## src/rtl/alu_share_arb.sv

```systemverilog
`default_nettype none
// ============================================================================
// Module   : alu_share_arb (with cpu_pkg)
// Brief    : Round-robin sharing of one combinational ALU between requesters.
// Revision : 1.0 - initial release
// ============================================================================

package cpu_pkg;
   typedef enum logic [3:0] {
      ALU_ADD  = 4'd0,
      ALU_SUB  = 4'd1,
      ALU_SLL  = 4'd2,
      ALU_SLT  = 4'd3,
      ALU_SLTU = 4'd4,
      ALU_XOR  = 4'd5,
      ALU_SRL  = 4'd6,
      ALU_SRA  = 4'd7,
      ALU_OR   = 4'd8,
      ALU_AND  = 4'd9
   } t_alu_op;
endpackage

module alu_share_arb #(
   parameter int NUM_REQ = 2,
   parameter int DATA_W  = 32,
   parameter int ID_W    = (NUM_REQ > 1) ? $clog2(NUM_REQ) : 1
) (
   input  logic                                clk,
   input  logic                                rst,
   input  logic [NUM_REQ-1:0]                  req_valid,
   output logic [NUM_REQ-1:0]                  req_ready,
   input  cpu_pkg::t_alu_op [NUM_REQ-1:0]      req_op,
   input  logic [NUM_REQ-1:0][DATA_W-1:0]      req_in1,
   input  logic [NUM_REQ-1:0][DATA_W-1:0]      req_in2,
   output logic [NUM_REQ-1:0]                  rsp_valid,
   input  logic [NUM_REQ-1:0]                  rsp_ready,
   output logic [DATA_W-1:0]                   rsp_data,
   output logic [ID_W-1:0]                     rsp_id,
   output cpu_pkg::t_alu_op                    alu_op,
   output logic [DATA_W-1:0]                   alu_in1,
   output logic [DATA_W-1:0]                   alu_in2,
   input  logic [DATA_W-1:0]                   alu_out
);

   typedef enum logic [1:0] {
      IDLE = 2'd0,
      EXEC = 2'd1,
      RESP = 2'd2
   } t_state;

   localparam logic [ID_W-1:0] c_last_req = ID_W'(NUM_REQ - 1);

   t_state               r_state;
   t_state               w_state_nxt;
   logic [ID_W-1:0]      r_rr_ptr;
   logic [ID_W-1:0]      r_rsp_id;
   logic [NUM_REQ-1:0]   r_rsp_valid;
   logic [DATA_W-1:0]    r_rsp_data;
   cpu_pkg::t_alu_op     r_alu_op;
   logic [DATA_W-1:0]    r_alu_in1;
   logic [DATA_W-1:0]    r_alu_in2;

   logic                 w_found;
   logic [ID_W-1:0]      w_grant;
   logic                 w_rsp_hs;
   logic                 w_accept;

   // Search above the last winner first, then wrap around to the bottom.
   always_comb begin
      w_found = 1'b0;
      w_grant = '0;
      for (int i = 0; i < NUM_REQ; i++) begin
         if (!w_found && req_valid[i] && (i > int'(r_rr_ptr))) begin
            w_found = 1'b1;
            w_grant = ID_W'(i);
         end
      end
      for (int i = 0; i < NUM_REQ; i++) begin
         if (!w_found && req_valid[i] && (i <= int'(r_rr_ptr))) begin
            w_found = 1'b1;
            w_grant = ID_W'(i);
         end
      end
   end

   assign w_rsp_hs = (r_state == RESP) && rsp_ready[r_rsp_id];
   assign w_accept = ((r_state == IDLE) || w_rsp_hs) && w_found && !rst;

   always_comb begin
      req_ready = '0;
      if (w_accept) begin
         req_ready[w_grant] = 1'b1;
      end
   end

   always_comb begin
      w_state_nxt = r_state;
      case (r_state)
         IDLE: begin
            if (w_accept) begin
               w_state_nxt = EXEC;
            end
         end
         EXEC: w_state_nxt = RESP;
         RESP: begin
            if (w_rsp_hs) begin
               w_state_nxt = w_accept ? EXEC : IDLE;
            end
         end
         default: w_state_nxt = IDLE;
      endcase
   end

   always_ff @(posedge clk) begin
      if (rst) begin
         r_state <= IDLE;
      end else begin
         r_state <= w_state_nxt;
      end
   end

   always_ff @(posedge clk) begin
      if (rst) begin
         r_rr_ptr    <= c_last_req;
         r_rsp_id    <= '0;
         r_rsp_valid <= '0;
         r_rsp_data  <= '0;
         r_alu_op    <= cpu_pkg::ALU_ADD;
         r_alu_in1   <= '0;
         r_alu_in2   <= '0;
      end else begin
         if (w_accept) begin
            r_alu_op  <= req_op[w_grant];
            r_alu_in1 <= req_in1[w_grant];
            r_alu_in2 <= req_in2[w_grant];
            r_rsp_id  <= w_grant;
            r_rr_ptr  <= w_grant;
         end
         if (r_state == EXEC) begin
            r_rsp_data  <= alu_out;
            r_rsp_valid <= NUM_REQ'(1) << r_rsp_id;
         end else if (w_rsp_hs) begin
            r_rsp_valid <= '0;
         end
      end
   end

   assign rsp_valid = r_rsp_valid;
   assign rsp_data  = r_rsp_data;
   assign rsp_id    = r_rsp_id;
   assign alu_op    = r_alu_op;
   assign alu_in1   = r_alu_in1;
   assign alu_in2   = r_alu_in2;

endmodule

`default_nettype wire

```

## config.mk

```make
export PLATFORM = sky130hd
export DESIGN_NAME = alu_share_arb
export DESIGN_NICKNAME = d
export VERILOG_FILES = /design/src/rtl/alu_share_arb.sv
export SDC_FILE = /design/constraint.sdc
export NUM_CORES = 1
export LEC_CHECK = 0
export CAP_MARGIN = 25
export CELL_PAD_IN_SITES_DETAIL_PLACEMENT = 0
export CELL_PAD_IN_SITES_GLOBAL_PLACEMENT = 1
export CORE_AREA = 5 5 119 149
export CTS_BUF_LIST = sky130_fd_sc_hd__clkbuf_4
export CTS_CLUSTER_DIAMETER = 150
export DETAILED_ROUTE_END_ITERATION = 16
export DIE_AREA = 0 0 124 154
export HOLD_SLACK_MARGIN = 0.05
export MAX_ROUTING_LAYER = met4
export PLACE_DENSITY = 0.95
export SLEW_MARGIN = 40
export SYNTH_ARGS = -nofsm -noshare
export SYNTH_HDL_FRONTEND = slang
export SYNTH_SLANG_ARGS = --single-unit
```

## constraint.sdc

```tcl
create_clock -name clk -period 3.9 [get_ports clk]
set_input_delay 0.78 -clock clk [delete_from_list [all_inputs] [get_ports clk]]
set_output_delay 0.78 -clock clk [all_outputs]
set_load 0.01 [all_outputs]
```

# After elaboration in Yosys (flattened, before gate mapping)
# Cells that the tools add are included.
# word_totals
in_bits	174
wordCells	55
output_inout_bits	105
register_bits	106
# op_classes
n_shift	1
mux	22
reduce_logical	15
n_eq_ne	4
n_lt_le_gt_ge	5
# op_table
op	count
32-bit two-way mux	4
2-bit two-way mux	5
1-bit two-way mux	9
1-bit logical AND	8
4-bit two-way mux	2
2-bit one-hot mux with 3 select lines	1
1-bit by 2-bit less-than comparator with 1-bit output, second input constant	2
2-bit != test, second input constant	2
1-bit logical NOT	3
2-bit by 1-bit == test with 1-bit output, second input constant	1
2-bit == test, second input constant	1
2-bit logical NOT	1
2-bit AND reduction	1
2-bit nonzero test	1
1-bit by 1-bit << shifter with 2-bit output, first input constant	1
1-bit demux with 1-bit select	1
1-bit >= comparator, second input constant	1
1-bit greater-than comparator, first input constant	1
1-bit <= comparator, first input constant	1
1-bit logical OR	1

# Logic depth before layout (Yosys ltp)
# logic_depth
word_depth	15
ltp_mapped	6
ltp_nobuf	3

# Worst setup path before layout
# Ideal clock, no wire load.
# synth_path
path_type	input -> output
from	input port rsp_ready[1]
to	output port req_ready[1]
n_path_buf	2
path_stages	5
slack_ns	1.394
required_ns	3.120
t_arrival_ns	1.726
path_cell_list	mux2i_1 -> a21o_1 -> buf_2 -> buf_2 -> nor3_1
# synth_via
elab_chain_cells	7
# synth_rtl
element	line_no	text
start, declared	36	input logic [NUM_REQ-1:0] rsp_ready,
1-bit two-way mux (implied by the code) (2 in a row)	86	assign w_rsp_hs = (r_state == RESP) && rsp_ready[r_rsp_id];
1-bit logical AND	86	
1-bit logical OR	87	assign w_accept = ((r_state == IDLE) || w_rsp_hs) && w_found && !rst;
1-bit logical AND (2 in a row)	87	
2-bit two-way mux	91	if (w_accept) begin
end, declared	31	output logic [NUM_REQ-1:0] req_ready,
# No other way between the ends. The select of a mux whose other input is x is not followed.

# Worst setup path in the final report
# Same ends and word-level chain as after synthesis.

==> summary.txt <==
GRT
  • Global-route wire length before repair: 24.5 mm
  • Initial antenna violation count: 2
  • Total gr overflow: 0
  • Vias in the first global route: 4,774
  • Pin count of the biggest net entering global routing: 72
  • Total Routing Usage GR: 16.6%

CTS
  • Number of CTS-inserted buffers: 9
  • Longest Clk Path Bufs: 2
  • Clock Latency Late Sink: 0.46 ns
  • Clock slew at reported path FFs: 0.15 ns
  • Root buf cell: clkbuf_4
  • Hold_buf cts: 0
  • Post-CTS sizing: 0
  • CTS Sinks: 106
  • # Post-CTS Setup Buffers: 0
  • H-tree levels: 3
  • CTS tree: done

Layout
  • Final nets: 912
  • Fillers: 1,580
  • Layout area overhead: 68.1%
  • Cell Count, Final, Fillers Out: 959
  • Multi-input logic area: 2060 um^2
  • Layout cells sized above 1: 4.32%
  • Register area: 2120 um^2
  • Finished Core Util: 46.5%

Floorplan
  • Initial Utilization: 27.7%
  • Die H: 154 um
  • Top Ports: 279
  • Area of the core: 16,100 um^2
  • Die area: 19,100 um^2
  • Row cnt: 52
  • Die Wd: 124 um

Placed design
  • Dpl hpwl: 11.3 mm
  • Port buffer count: 278
  • Placer Congestion: 0.753
  • Dpl cells: 943

Detailed routing
  • 1st-pass router iterations: 4
  • Vias: 4,924
  • DRC: 0
  • DRT Wirelength: 16.3 mm
  • Average wire per standard cell: 17.0 um
  • Initial DRC count: 218
  • DRT antenna net count: 0
  • Vias/cell: 5.13

Timing
  • Setup TNS: 0 ns
  • Final worst path period share: 85.3%
  • Slew @ Worst Pin: 0.799 ns
  • Final Hold Fails: 0
  • Skew final: 0.0209 ns
  • Min Tclk post-route: 3.33 ns
  • Max frequency: 301 MHz
  • Final setup violation count: 0
  • Unrepaired setup endpoints after global routing: false
  • Relative slew slack: 46.7%
  • Slew Limit Fails: 0

Setup path
  • Critical path's slowest cell: mux2i_1
  • R2R Path End: alu_in2[15]
  • R2R Path Start: rsp_id
  • Crit Path Class: in -> out
  • WP data required: 3.12 ns
  • R2r worst-path depth: 4
  • Data arrival, critical path: 2.55 ns
  • Crit. End Element: output pin
  • CP Cell Sequence: clkdlybuf4s50_1 -> mux2i_1 -> a21o_2 -> nor3_1 -> clkdlybuf4s50_1
  • Critical path fanouts, max: 7
  • Startpoint types: input port
  • R2r setup slk: 1.57 ns
  • Most Frequent Cell on Critical Path: clkdlybuf4s50_1
  • Largest stage delay, worst path: 0.54 ns

Logic synthesis
  • Number of synthesized register bits: 106
  • Mapped Area: 4450 um^2
  • Async SR Flop Fraction: 0%
  • EDFF count, synth: 0
  • Area leader, netlist: dfxtp_1
  • Main area contributors after synthesis: dfxtp_1, o32ai_1, a32oi_1
  • Count of cell types in the netlist: 25
  • Register area share after synthesis: 47.7%
  • Synthesized Nets: 680
  • Ys flop type: dfxtp_1
  • Yosys top cell area share: 47.7%
  • YS warnings: 0
  • Mapped Cells: 506
  • Avg Cell Area, Syn: 8.79 um^2

Flow run
  • Max-cap violation count: 0

Power and ir drop
  • Peak VDD IR: 0.133 mV
  • Leakage power: 2.45 nW
  • Power after layout: 0.00259 W
  • Power Density: 347 nW/um^2

Worst hold path
  • Hold path cells: 2
  • Path category of the worst min-delay check: reg -> reg
  • Hold path startpoint: rsp_data[1]
  • Hold endpoint: rsp_data[1]

Run status
  • Status: finished, final reports clean
flip-flops by register name (all words and copies together) (netlist names):
name,flops
rsp_id,1
r_state,2
rsp_valid,2
alu_in2,32
alu_in1,32
alu_op,4
rsp_data,32
r_rr_ptr,1
layout by cell type, fill, tap and decap left out, types with 2 or more instances in the layout:
| cell | count |
|---|---|
| nor3_1 | 3 |
| bufinv_16 | 2 |
| o21ai_0 | 2 |
| clkdlybuf4s50_1 | 276 |
| a32oi_1 | 68 |
| dfxtp_1 | 106 |
| nand2b_2 | 2 |
| nand2_1 | 137 |
| diode_2 | 2 |
| clkbuf_4 | 9 |
| buf_4 | 10 |
| nor2_1 | 4 |
| a21oi_1 | 34 |
| o32ai_1 | 69 |
Yosys cell counts, types with 2 or more instances:
library cell  number
a21oi_1           34
buf_4              4
nor2_1             4
nor3_1             3
o21ai_0            2
buf_2             13
clkbuf_1          50
o32ai_1           69
nand2b_1           3
nand2_1          137
a32oi_1           68
dfxtp_1          106
critical path: cells and delay by family:
| family | cells | cell delay, ns |
|---|---|---|
| buf+inv | 2 | 0.90 |
| simple gates | 1 | 0.05 |
| compound gates | 1 | 0.26 |
| mux | 1 | 0.54 |
final cells by class:
| class | count | area share [%] |
|---|---|---|
| well taps | 216 | 3.62 |
| clock inverters | 5 | 1.07 |
| inverters | 2 | 0.117 |
| multi-input cells | 331 | 27.5 |
| repair buffers | 288 | 38.3 |
| flip-flops and latches | 106 | 28.4 |
| diodes | 2 | 0.0669 |
| clock buffers | 9 | 0.904 |
cell families after synthesis:
| logic type | Yosys count | share of synthesized area [%] |
|---|---|---|
| flops | 106 | 47.7 |
| simple gates | 152 | 13.4 |
| buf+inv | 69 | 6.53 |
| mux | 1 | 0.225 |
| compound gates | 178 | 32.1 |
metal layers:
layer  vias up  track usage (%)  part of all wire (%)
met2       215             27.4                    49
met3        35             3.97                   8.7
met5         -                -                     0
met4         0             7.52                   2.9
met1      2270             18.8                    40
li1       2404                -                     -
power breakdown:
part           total (W)  switching, W  internal, W
sequential       0.00123     0.0000525      0.00118
combinational   0.000746      0.000334     0.000413
clock           0.000613      0.000359     0.000254
total            0.00259      0.000746      0.00185
metrics by stage:
step	instance area [um^2]	setup WS [ns]	hold slack (ns)
2_1_floorplan	4450	1.39	0.481
5_1_grt	7480	0.425	0.482
6_report	7480	0.574	0.463
3_3_place_gp	7320	0.569	0.442
4_1_cts	7470	0.551	0.466
3_5_place_dp	7320	0.581	0.447
worst max-delay path by stage:
| stage | start | cells past startpoint | end | slack [ns] |
|---|---|---|---|---|
| finish | rsp_ready[1] | 5 | req_ready[1] | 0.57 |
| floorplan | rsp_ready[1] | 5 | req_ready[1] | 1.39 |
| global placement | rsp_ready[1] | 5 | req_ready[1] | 0.57 |
| detailed placement | rsp_ready[1] | 5 | req_ready[1] | 0.58 |
| global route | rsp_ready[1] | 5 | req_ready[1] | 0.43 |
| CTS | rsp_ready[1] | 5 | req_ready[1] | 0.55 |
(Power assumes the default switching activity.)
